$ cat config.mk
export PLATFORM = sky130hd
export DESIGN_NAME = dmem_lsu_flat
export DESIGN_NICKNAME = d
export VERILOG_FILES = /design/src/rtl/dmem_lsu_pkg.sv /design/src/rtl/dmem_lsu_if.sv /design/src/rtl/dmem_lsu_align.sv /design/src/rtl/dmem_lsu.sv /design/src/flat_wrapper.sv
export SDC_FILE = /design/constraint.sdc
export NUM_CORES = 1
export LEC_CHECK = 0
export CAP_MARGIN = 5
export CORE_UTILIZATION = 44
export CTS_CLUSTER_SIZE = 14
export DETAILED_ROUTE_END_ITERATION = 8
export PLACE_DENSITY = 0.87
export SLEW_MARGIN = 30
export SYNTH_ARGS = -nofsm -noshare
export SYNTH_HDL_FRONTEND = slang
export SYNTH_HIERARCHICAL = 1
export SYNTH_SLANG_ARGS = --single-unit
$ cat constraint.sdc
create_clock -name clk -period 2.8 [get_ports clk]
set_input_delay 0.56 -clock clk [delete_from_list [all_inputs] [get_ports clk]]
set_output_delay 0.56 -clock clk [all_outputs]
set_load 0.05 [all_outputs]
$ cat src/rtl/dmem_lsu_pkg.sv
// dmem_lsu_pkg: funct3 codes, FSM state encoding and default width for the load/store unit
package dmem_lsu_pkg;
   localparam int XLEN_D = 32;
   localparam logic [2:0] F3_B  = 3'b000;
   localparam logic [2:0] F3_H  = 3'b001;
   localparam logic [2:0] F3_W  = 3'b010;
   localparam logic [2:0] F3_BU = 3'b100;
   localparam logic [2:0] F3_HU = 3'b101;
   typedef enum logic [2:0] {IDLE, RD, WR, RMW_RD, RMW_WR, RESP} state_t;
endpackage

$ cat src/rtl/dmem_lsu_if.sv
// dmem_lsu_if: pipeline request/response and word-memory bus of the load/store unit
interface dmem_lsu_if #(parameter int XLEN = dmem_lsu_pkg::XLEN_D);
   logic            req_valid;
   logic            req_ready;
   logic            req_we;
   logic [2:0]      req_funct3;
   logic [XLEN-1:0] req_addr;
   logic [XLEN-1:0] req_wdata;
   logic            rsp_valid;
   logic [XLEN-1:0] rsp_rdata;
   logic            rsp_err;
   logic            mem_en;
   logic            mem_rw;
   logic [XLEN-1:0] mem_addr;
   logic [XLEN-1:0] mem_din;
   logic [XLEN-1:0] mem_dout;
   modport slave (
      input  req_valid, req_we, req_funct3, req_addr, req_wdata, mem_dout,
      output req_ready, rsp_valid, rsp_rdata, rsp_err, mem_en, mem_rw, mem_addr, mem_din
   );
   modport master (
      output req_valid, req_we, req_funct3, req_addr, req_wdata, mem_dout,
      input  req_ready, rsp_valid, rsp_rdata, rsp_err, mem_en, mem_rw, mem_addr, mem_din
   );
endinterface

$ cat src/rtl/dmem_lsu_align.sv
// dmem_lsu_align: load lane extract/extend and sub-word store merge into an old memory word
module dmem_lsu_align import dmem_lsu_pkg::*; #(
   parameter int XLEN = XLEN_D
) (
   input  logic [2:0]      funct3,
   input  logic [1:0]      lane,
   input  logic [XLEN-1:0] word,
   input  logic [15:0]     wdata,
   output logic [XLEN-1:0] load,
   output logic [XLEN-1:0] merged
);
   logic [7:0]      b;
   logic [15:0]     h;
   logic [4:0]      sh;
   logic [XLEN-1:0] mask;
   logic [XLEN-1:0] ins;
   always_comb begin
      b = 8'(word >> {lane, 3'b000});
      h = 16'(word >> {lane[1], 4'b0000});
      sh = funct3[0] ? {lane[1], 4'b0000} : {lane, 3'b000};
      mask = funct3[0] ? XLEN'(16'hFFFF) << sh : XLEN'(8'hFF) << sh;
      ins = funct3[0] ? XLEN'(wdata) << sh : XLEN'(wdata[7:0]) << sh;
      merged = (word & ~mask) | ins;
      load = funct3 == F3_B  ? {{(XLEN-8){b[7]}}, b} :
             funct3 == F3_H  ? {{(XLEN-16){h[15]}}, h} :
             funct3 == F3_BU ? XLEN'(b) :
             funct3 == F3_HU ? XLEN'(h) : word;
   end
endmodule

$ cat src/rtl/dmem_lsu.sv
// dmem_lsu: RV32I load/store initiator for a word memory without byte enables; DMEM_LSU_MISALIGN_TRAP_EN traps misaligned H/W
module dmem_lsu import dmem_lsu_pkg::*; #(
   parameter int MEM_WORDS = 21,
   parameter int XLEN      = XLEN_D
) (
   input logic       clk,
   input logic       rst_n,
   dmem_lsu_if.slave bus
);
   state_t          state, state_n;
   logic            we_q, err_q, bad_f3, oob, mis, err_n, en_n, rw_n;
   logic [2:0]      f3_q;
   logic [15:0]     wdata_q;
   logic [XLEN-1:0] addr_q, cur_addr, din_q, load_w, merge_w;

   assign bad_f3 = bus.req_funct3 inside {3'b011, 3'b110, 3'b111};
   assign oob = bus.req_addr[XLEN-1:2] >= (XLEN-2)'(MEM_WORDS);
`ifdef DMEM_LSU_MISALIGN_TRAP_EN
   assign mis = (bus.req_funct3 inside {F3_H, F3_HU} && bus.req_addr[0]) ||
                (bus.req_funct3 == F3_W && bus.req_addr[1:0] != 2'b00);
`else
   assign mis = 1'b0;
`endif
   assign err_n = bad_f3 | oob | mis;
   assign cur_addr = state == IDLE ? bus.req_addr : addr_q;

   always_ff @(posedge clk or negedge rst_n) begin
      if (!rst_n) begin
         state        <= IDLE;
         we_q         <= 1'b0;
         err_q        <= 1'b0;
         f3_q         <= '0;
         addr_q       <= '0;
         wdata_q      <= '0;
         din_q        <= '0;
         bus.mem_en   <= 1'b0;
         bus.mem_rw   <= 1'b0;
         bus.mem_addr <= '0;
      end else begin
         state <= state_n;
         if (state == IDLE && bus.req_valid) begin
            we_q    <= bus.req_we;
            err_q   <= err_n;
            f3_q    <= bus.req_funct3;
            addr_q  <= bus.req_addr;
            wdata_q <= bus.req_wdata[15:0];
         end
         bus.mem_en   <= en_n;
         bus.mem_rw   <= rw_n;
         bus.mem_addr <= en_n ? XLEN'(cur_addr[XLEN-1:2]) : '0;
         din_q        <= state_n == WR ? bus.req_wdata : '0;
      end
   end

   always_comb begin
      state_n = state;
      case (state)
         IDLE:    if (bus.req_valid)
                     state_n = err_n ? RESP : !bus.req_we ? RD : bus.req_funct3 == F3_W ? WR : RMW_RD;
         RD:      state_n = RESP;
         WR:      state_n = RESP;
         RMW_RD:  state_n = RMW_WR;
         RMW_WR:  state_n = RESP;
         default: state_n = IDLE;
      endcase
   end

   // the merge reads the old word straight off mem_dout, valid only during RMW_WR
   always_comb begin
      en_n          = state_n inside {RD, WR, RMW_RD, RMW_WR};
      rw_n          = state_n inside {WR, RMW_WR};
      bus.req_ready = state == IDLE && rst_n;
      bus.rsp_valid = state == RESP;
      bus.rsp_err   = state == RESP && err_q;
      bus.rsp_rdata = state == RESP && !we_q && !err_q ? load_w : '0;
      bus.mem_din   = state == RMW_WR ? merge_w : din_q;
   end

   dmem_lsu_align #(.XLEN(XLEN)) u_align (
      .funct3(f3_q),
      .lane  (addr_q[1:0]),
      .word  (bus.mem_dout),
      .wdata (wdata_q),
      .load  (load_w),
      .merged(merge_w)
   );
endmodule
$ cat src/flat_wrapper.sv
// flat-port wrapper written by rule: the top's interface ports become plain ports
module dmem_lsu_flat import dmem_lsu_pkg::*;
#(
   parameter int MEM_WORDS = 21,
   parameter int XLEN      = XLEN_D
)
  (clk, rst_n, bus_req_valid, bus_req_we, bus_req_funct3, bus_req_addr, bus_req_wdata, bus_mem_dout, bus_req_ready, bus_rsp_valid, bus_rsp_rdata, bus_rsp_err, bus_mem_en, bus_mem_rw, bus_mem_addr, bus_mem_din);
  dmem_lsu_if #(.XLEN(XLEN)) bus_i ();
  input logic clk;
  input logic rst_n;
  input wire logic [$bits(bus_i.req_valid)-1:0] bus_req_valid;
  input wire logic [$bits(bus_i.req_we)-1:0] bus_req_we;
  input wire logic [$bits(bus_i.req_funct3)-1:0] bus_req_funct3;
  input wire logic [$bits(bus_i.req_addr)-1:0] bus_req_addr;
  input wire logic [$bits(bus_i.req_wdata)-1:0] bus_req_wdata;
  input wire logic [$bits(bus_i.mem_dout)-1:0] bus_mem_dout;
  output wire logic [$bits(bus_i.req_ready)-1:0] bus_req_ready;
  output wire logic [$bits(bus_i.rsp_valid)-1:0] bus_rsp_valid;
  output wire logic [$bits(bus_i.rsp_rdata)-1:0] bus_rsp_rdata;
  output wire logic [$bits(bus_i.rsp_err)-1:0] bus_rsp_err;
  output wire logic [$bits(bus_i.mem_en)-1:0] bus_mem_en;
  output wire logic [$bits(bus_i.mem_rw)-1:0] bus_mem_rw;
  output wire logic [$bits(bus_i.mem_addr)-1:0] bus_mem_addr;
  output wire logic [$bits(bus_i.mem_din)-1:0] bus_mem_din;
  assign bus_i.req_valid = bus_req_valid;
  assign bus_i.req_we = bus_req_we;
  assign bus_i.req_funct3 = bus_req_funct3;
  assign bus_i.req_addr = bus_req_addr;
  assign bus_i.req_wdata = bus_req_wdata;
  assign bus_i.mem_dout = bus_mem_dout;
  assign bus_req_ready = bus_i.req_ready;
  assign bus_rsp_valid = bus_i.rsp_valid;
  assign bus_rsp_rdata = bus_i.rsp_rdata;
  assign bus_rsp_err = bus_i.rsp_err;
  assign bus_mem_en = bus_i.mem_en;
  assign bus_mem_rw = bus_i.mem_rw;
  assign bus_mem_addr = bus_i.mem_addr;
  assign bus_mem_din = bus_i.mem_din;
  dmem_lsu #(.MEM_WORDS(MEM_WORDS), .XLEN(XLEN)) u_core (.clk(clk), .rst_n(rst_n), .bus(bus_i));
endmodule
[Word-level counts from Yosys, hierarchy flattened]
Index checks and enable logic that the tools add are counted.
W data, S select, Z words.
Storage, ports and cells
  bits in registers: 122
  output and inout port bits: 101
  word-level logic and storage cells: 67
Operators by class
  order comparisons: 1
  equality and inequality tests: 16
  shift-type cells: 6
  mux-type cells: 17
  bitwise operators: 4
  reduce and logical (&&, ||, !) cells: 13
Operators by type and width (number)
  $mux W32: 10
  $and A32 B32 Y32: 1
  $not A32 Y32: 1
  $or A32 B32 Y32: 1
  $shl A16 B5 Y32: 1
  $shl A16 B5 Y32 const A: 1
  $shl A8 B5 Y32: 1
  $shl A8 B5 Y32 const A: 1
  $shr A32 B5 Y16: 1
  $shr A32 B5 Y8: 1
  $ge A30 B5 Y1 const B: 1
  $mux W30: 1
  $eq A3 B3 Y1 const B: 7
  $eq A3 B2 Y1 const B: 6
  $eq A3 B1 Y1 const B: 3
  $mux W3: 3
  $pmux W3 S3: 1
  $logic_not A3 Y1: 2
  $logic_and A1 B1 Y1: 5
  $mux W4: 1
  $reduce_bool A4 Y1: 1
  $reduce_bool A3 Y1: 1
  $reduce_or A3 Y1: 1
  $logic_not A1 Y1: 2
  other kinds (3): 3

[Logic depth before layout (Yosys ltp)]
Gate-level depths: netlist of the first run.
  depth in word-level cells: 9
  gate-level depth with buffers: 7

[By module]
The synthesis of the first run kept the hierarchy.
Modules (own cells, without submodules)
  dmem_lsu: instances 1, cells each 519, area each 5210.0 um^2
  dmem_lsu_align: instances 1, cells each 185, area each 1382.6 um^2

[Worst setup path before layout of the first run]
Ideal clock, no wire load.
  path type: flip-flop to output port
  from: reg u_core.state[2]
  to: out bus_mem_din[10]
  arrival: 1.885 ns
  required time: 2.240 ns
  path slack: 0.355 ns
  cell stages (with the launch flop): 6
  buffers on the path: 2
  cell sequence: dfrtp_1 > clkbuf_1 > inv_1 > nor3_1 > clkbuf_1 > mux2_2
On the way
  cells in the longest elaborated chain, start to end: 2
RTL lines
  start, declared: line dmem_lsu.sv:10  | state_t state, state_n;
  start signal, assigned: line dmem_lsu.sv:40  | state <= state_n;
  $eq A3 B3 Y1: line dmem_lsu.sv:76  | bus.mem_din = state == RMW_WR ? merge_w : din_q;
  $mux W32: line dmem_lsu.sv:76
  end, declared: line flat_wrapper.sv:24  | output wire logic [$bits(bus_i.mem_din)-1:0] bus_mem_din;
No other way between the ends.

[Worst setup path in the final report of the first run]
  from: in bus_mem_dout[31]
  to: out bus_rsp_rdata[15]
On the way
  cells in the longest elaborated chain, start to end: 6
  elaborated cells on any way between the ends: 7
RTL lines
  start, declared: line flat_wrapper.sv:16  | input wire logic [$bits(bus_i.mem_dout)-1:0] bus_mem_dout;
  $shr A32 B5 Y16: line dmem_lsu_align.sv:19  | h = 16'(word >> {lane[1], 4'b0000});
  $mux W32: line dmem_lsu_align.sv:27  | funct3 == F3_HU ? XLEN'(h) : word;
  $mux W32: line dmem_lsu_align.sv:26  | funct3 == F3_BU ? XLEN'(b) :
  $mux W32: line dmem_lsu_align.sv:25  | funct3 == F3_H ? {{(XLEN-16){h[15]}}, h} :
  $mux W32 *: line dmem_lsu_align.sv:24  | load = funct3 == F3_B ? {{(XLEN-8){b[7]}}, b} :
  net u_core.load_w[15]: line dmem_lsu.sv:14  | logic [XLEN-1:0] addr_q, cur_addr, din_q, load_w, merge_w;
  $mux W32 *: line dmem_lsu.sv:75  | bus.rsp_rdata = state == RESP && !we_q && !err_q ? load_w : '0;
  end, declared: line flat_wrapper.sv:19  | output wire logic [$bits(bus_i.rsp_rdata)-1:0] bus_rsp_rdata;
The timed path passes the listed nets; every way through them passes the cells marked *.

==> metrics, run 1 <==
status=finished, violations left; failing checks=setup timing; final instance area=9870 um2; Overall Global Routing Usage=0.273; GR peak layer=met2; worst hold-check path type=in -> async; worst-margin pin slew=approximately 0.65 ns; core footprint=approximately 15,000 um2; vias per std cell=5.52; Initial DRC Count=461; Final Max Tran Viols=0; CTS H-tree lvls=4; VDD IR-drop max=around 0.73 mV; Worst Skew=0.00672 ns; cts bufs inserted=17; Yosys warnings=6; Die Width=124 um; max_slew headroom=0.564; Setup WS post-layout=-0.0197 ns; setup_tns=-0.0197 ns; largest net degree at the start of global routing=121; Syn Inst Count=704; leading cell types by total area after synthesis=dfrtp_1 (46%), nand2_1 (10%), mux2_2 (8.2%); total design power=10,800 uW; num ports=204; drt total wl=20.9 mm; antenna violations before repair=2; final worst path period share=1.01; unrepaired setup endpoints after global routing=yes; CP Class=in -> out; DRC violation count after routing=0; EDFF count, synth=0; Clk pin slew, worst setup/hold paths=0.06 ns; wire length of the first global-routing pass=33.0 mm; Syn-to-layout area delta=49.7%; worst slack, placed=-0.257 ns; Post-DP Area=about 9300 um2; setup violators final=1; Placer Congestion=a little under 1; Critical Path RT=2.24 ns; share of cells above drive strength 1=0.263; unique cell type count in the Yosys netlist=45; Root Driver=clkbuf_16; grt met3 use=0.0717; Worst-Skew Late Latency=0.41 ns; post-synthesis sequential area ratio=0.455; antenna cell count=0; Clock Tree Buf Depth=2; Synth Cell Area=approximately 6600 um2; arrival time worst endpoint=2.26 ns; CP startpoint kind=primary input; Crit Path Max Fanout=17; DR WL/cell=18.1 um; most common cell in the netlist=nand2_1; routed via count=6,367; MaxCap Viol Count=0; grt met1 use=0.334; fin nets=1,059; Static Leak=0.00476 uW; f_max=around 350 MHz; Avg Synthesized Cell Area=around 9.4 um2; Die H=124 um; full die area=15,500 um2; Yosys reg bits=120; gr ovfl total=0; # port buffers=between 200 and 250; Final Hold Fails=0; antenna-violating nets left=0; Cell Rows=44; Synth Flop Type=dfrtp_1; Synth top cells by count=nand2_1 (183), dfrtp_1 (120), and2_1 (69); hold-fix buffers at CTS=0; drt pass-1 iters=6; hpwl dp=approximately 15 mm; Final Critical Period=2.82 ns; GRT met2 Usage=0.457; final core occ=0.677; power per cell area=around 1100 nW/um2; vias in the first global route=6,192; Yosys top cell area share=0.455; area leader, netlist=dfrtp_1; CTS sink cnt=120; initial core utilization=0.452; CTS tree=done; Synth async-reset ratio=1.00; CP endpoint kind=output port
metal layers:
layer	routed length (um)	vias up	share of wire
li1	-	2938	-
met1	8240	3065	0.39
met2	10300	317	0.49
met3	1660	43	0.079
met4	622	4	0.030
met5	27	-	0.0013
power by group:
group / switching, uW / leakage, uW / total (uW) / internal [uW]
combinational: 3720 / 0.00290 / 6140 / 2410
clock: 779 / 0.000268 / 2040 / 1260
sequential: 362 / 0.00159 / 2620 / 2260
worst max-delay path: stages:
cell	delay (ns)
clkdlybuf4s50_1	0.44
buf_4	0.16
and2_1	0.17
o211ai_1	0.20
buf_4	0.26
nand4_1	0.14
and2_1	0.16
buf_4	0.18
repair_timing:
item	in CTS	in global routing
resized for setup	5	3
endpoints found under the setup margin	33	39
pin swaps	0	0
buffers inserted	0	4
cloned	0	0
layout make-up:
class | count | area, um2
multi-input combinational | 524 | 3340
timing repair buffer | 290 | 2720
tap | 184 | 230
sequential | 120 | 3010
clock buffer | 20 | 457
clock inverter | 12 | 103
inverter | 3 | 11.3
fill | 1136 | 4720
cells by family after synthesis:
kind of cell,count (synthesis),synth area share
buffers and inverters,61,0.0448
flip-flops,120,0.455
other,1,0.000569
AND/OR/NAND/NOR,368,0.267
AO/OA/AOI/OAI,96,0.118
XOR/XNOR,2,0.00266
multiplexers,56,0.112
cell usage in the layout, fill, tap and decap left out, types with 3 or more instances in the layout:
cell	netlist	final
buf_12	0	16
a32oi_1	30	30
mux4_2	4	4
and3b_1	8	8
nor2_2	3	4
dfrtp_1	120	119
clkinv_2	0	5
nor4_1	6	5
buf_4	2	137
mux4_1	4	4
nand4_1	3	3
clkdlybuf4s50_1	0	133
a221o_1	8	8
clkbuf_16	0	17
and2_1	69	68
nand3b_1	7	7
a21boi_0	7	7
mux2_2	48	48
nor2_1	36	35
nand2b_1	9	8
o21ai_0	15	15
clkinvlp_4	0	4
a21oi_1	3	3
a22o_1	21	21
buf_6	6	3
nand2_1	183	182
nand3_1	25	25
nor2b_1	9	9
path summary, 6_finish.rpt:
kind	end	from	slack [ns]	cells past startpoint
worst max-delay path	bus_rsp_rdata[15]	bus_mem_dout[31]	-0.02	8
worst min-delay path	u_core/addr_q[23]	rst_n	0.24	2
worst max register to register	u_core/addr_q[16]	u_core/state[1]	0.91	5
worst min register to register	u_core/addr_q[22]	u_core/addr_q[22]	0.47	2
max in group asynchronous	u_core/addr_q[1]	rst_n	1.98	2
min in group clk	u_core/addr_q[22]	u_core/addr_q[22]	0.47	2
registers in the layout, indices dropped and copies added, names as in the netlist:
register	flops
u_core/addr_q	32
u_core/din_q	32
u_core/bus.mem_addr	30
u_core/wdata_q	16
u_core/f3_q	3
u_core/state	3
u_core/bus.mem_en	1
u_core/bus.mem_rw	1
u_core/err_q	1
u_core/we_q	1
stage by stage:
stage	instances	hold slack (ns)
CTS	1149	0.288
global placement	1117	0.457
detailed placement	1117	0.463
global route	1153	0.314
floorplan	705	0.264
finish	1153	0.241
Power figures use the tool's default switching activity.
==> run 2, diff against run 1 <==
--- a/constraint.sdc
+++ b/constraint.sdc
@@ -3,2 +3,2 @@
 set_output_delay 0.56 -clock clk [all_outputs]
-set_load 0.05 [all_outputs]
+set_load 0.02 [all_outputs]
==> metrics, run 2 (synthesis gave the netlist of run 1 again) <==
Worst-Skew Late Latency=a little over 0.4 ns; arrival time worst endpoint=2.23 ns; DR WL/cell=18.5 um; Die H=124 um; cts bufs inserted=17; drt pass-1 iters=5; Flop pwr share=0.261; antenna cell count=0; Final Critical Period=2.79 ns; CTS sink cnt=120; Setup WS post-layout=0.00620 ns; hold-fix buffers at CTS=0; Cell Rows=between 40 and 50; Int Pwr=6090 uW; antenna violations before repair=2; setup violators final=0; antenna-violating nets left=0; worst slack, placed=-0.333 ns; CTS tree=done; largest net degree at the start of global routing=78; Critical Path RT=between 2 and 2.5 ns; vias per std cell=about 5.6; Clock Tree Buf Depth=2; status=finished clean; sw frac=0.392; switching power=3920 uW; Clk pin slew, worst setup/hold paths=0.06 ns; full die area=15,500 um2; Final Hold Fails=0; GRT met2 Usage=0.462; most frequent cells in the layout=nand2_1 (182), clkdlybuf4s50_1 (131), dfrtp_1 (118), buf_4 (82), and2_1 (68); vias in the first global route=6,205; hpwl dp=approximately 15 mm; core footprint=14,600 um2; num ports=204; CTS H-tree lvls=4; CP Class=reg -> out; Final Max Tran Viols=0; setup_tns=0 ns; # port buffers=about 200; Overall Global Routing Usage=0.276; worst-margin pin slew=0.713 ns; power per cell area=1020 nW/um2; fin nets=about 1,100; Syn-to-layout area delta=49.0%; Placer Congestion=0.963; gr ovfl total=0; MaxCap Viol Count=0; clock share of power=0.227; initial core utilization=0.452; Largest regs=u_core/addr_q (32), u_core/din_q (32), u_core/bus.mem_addr (30); Worst Skew=0.00665 ns; CP startpoint kind=register; drt total wl=approximately 21 mm; worst hold-check path type=in -> async; DRC violation count after routing=0; CP endpoint kind=output port; wire length of the first global-routing pass=33.5 mm; grt met3 use=0.0614; worst r2r path cells=5; routed via count=6,471; total design power=10,000 uW; Root Driver=clkbuf_16; Logic pwr share=0.512; GR peak layer=met2; grt met1 use=0.342; share of cells above drive strength 1=0.254; FILL cells=between 1,000 and 1,500; f_max=358 MHz; Crit Path Max Fanout=4; final worst path period share=0.998; most common cell after layout, fill and taps aside=nand2_1; Die Width=around 120 um; VDD IR-drop max=0.540 mV; Initial DRC Count=571; Static Leak=0.00482 uW; max_slew headroom=0.524
[run 2: cell types whose count changed in the layout (fill, tap and decap cells not counted), sizes merged]
cell | before | now
dlygate4sd2 | 1 | 14
clkdlybuf4s15 | 0 | 9
dlymetal6s2s | 0 | 2
clkbuf | 20 | 30
bufinv | 1 | 3
clkdlybuf4s50 | 133 | 131
buf | 156 | 130
clkinvlp | 4 | 2
clkinv | 8 | 3
[run 2: through the flow]
step	utilization	hold WS (ns)	instances	cell area, um2
after floorplan	-	0.264	705	6600
after global placement	0.639	0.457	1119	9320
after detailed placement	0.639	0.463	1119	9320
after CTS	0.682	0.239	1154	9950
after global routing	0.673	0.272	1154	9820
final	0.673	0.230	1154	9820
[run 2: final timing paths]
kind	startpoint	endpoint	slack, ns
worst max-delay path	u_core/addr_q[0]	bus_mem_din[8]	0.006
worst min-delay path	rst_n	u_core/addr_q[15]	0.23
worst max register to register	u_core/state[0]	u_core/we_q	0.61
worst min register to register	u_core/addr_q[25]	u_core/addr_q[25]	0.47
max in group asynchronous	rst_n	u_core/state[1]	1.43
min in group clk	u_core/addr_q[25]	u_core/addr_q[25]	0.47
[run 2: layout make-up]
type,instances,area [um2],area share
timing repair buffer,292,2590,0.264
clock buffer,24,502,0.0511
sequential,120,3010,0.306
multi-input combinational,524,3370,0.343
tap,184,230,0.0234
inverter,3,12.5,0.00127
clock inverter,7,115,0.0117
[run 2: routing by layer]
layer  share of wire  up-vias
met2            0.48      400
met5          0.0015        -
met4           0.037        4
li1                -     2927
met3           0.088       55
met1            0.39     3085
[run 2: worst max-delay path, stage by stage (launching register included)]
cell and delay (ns):
dfrtp_2 0.43, nor2b_4 0.16, buf_4 0.16, a22o_1 0.25
a22o_1 0.27, mux2_2 0.27, clkdlybuf4s15_1 0.30
[run 2: power by group through the flow]
stage | clock network, uW | logic, uW | registers, uW
after floorplan | 0 | 3000 | 2680
after global placement | 0 | 5000 | 2580
after detailed placement | 0 | 5070 | 2600
after CTS | 2300 | 5090 | 2600
after global routing | 2390 | 5480 | 2650
final | 2270 | 5130 | 2610
[run 2: repair_timing]
action | in CTS | in global routing
setup endpoints to repair | 64 | 38
endpoints found under the hold margin | 0 | 0
buffers inserted | 3 | 0
gates resized for setup | 189 | 45
cloned | 1 | 0
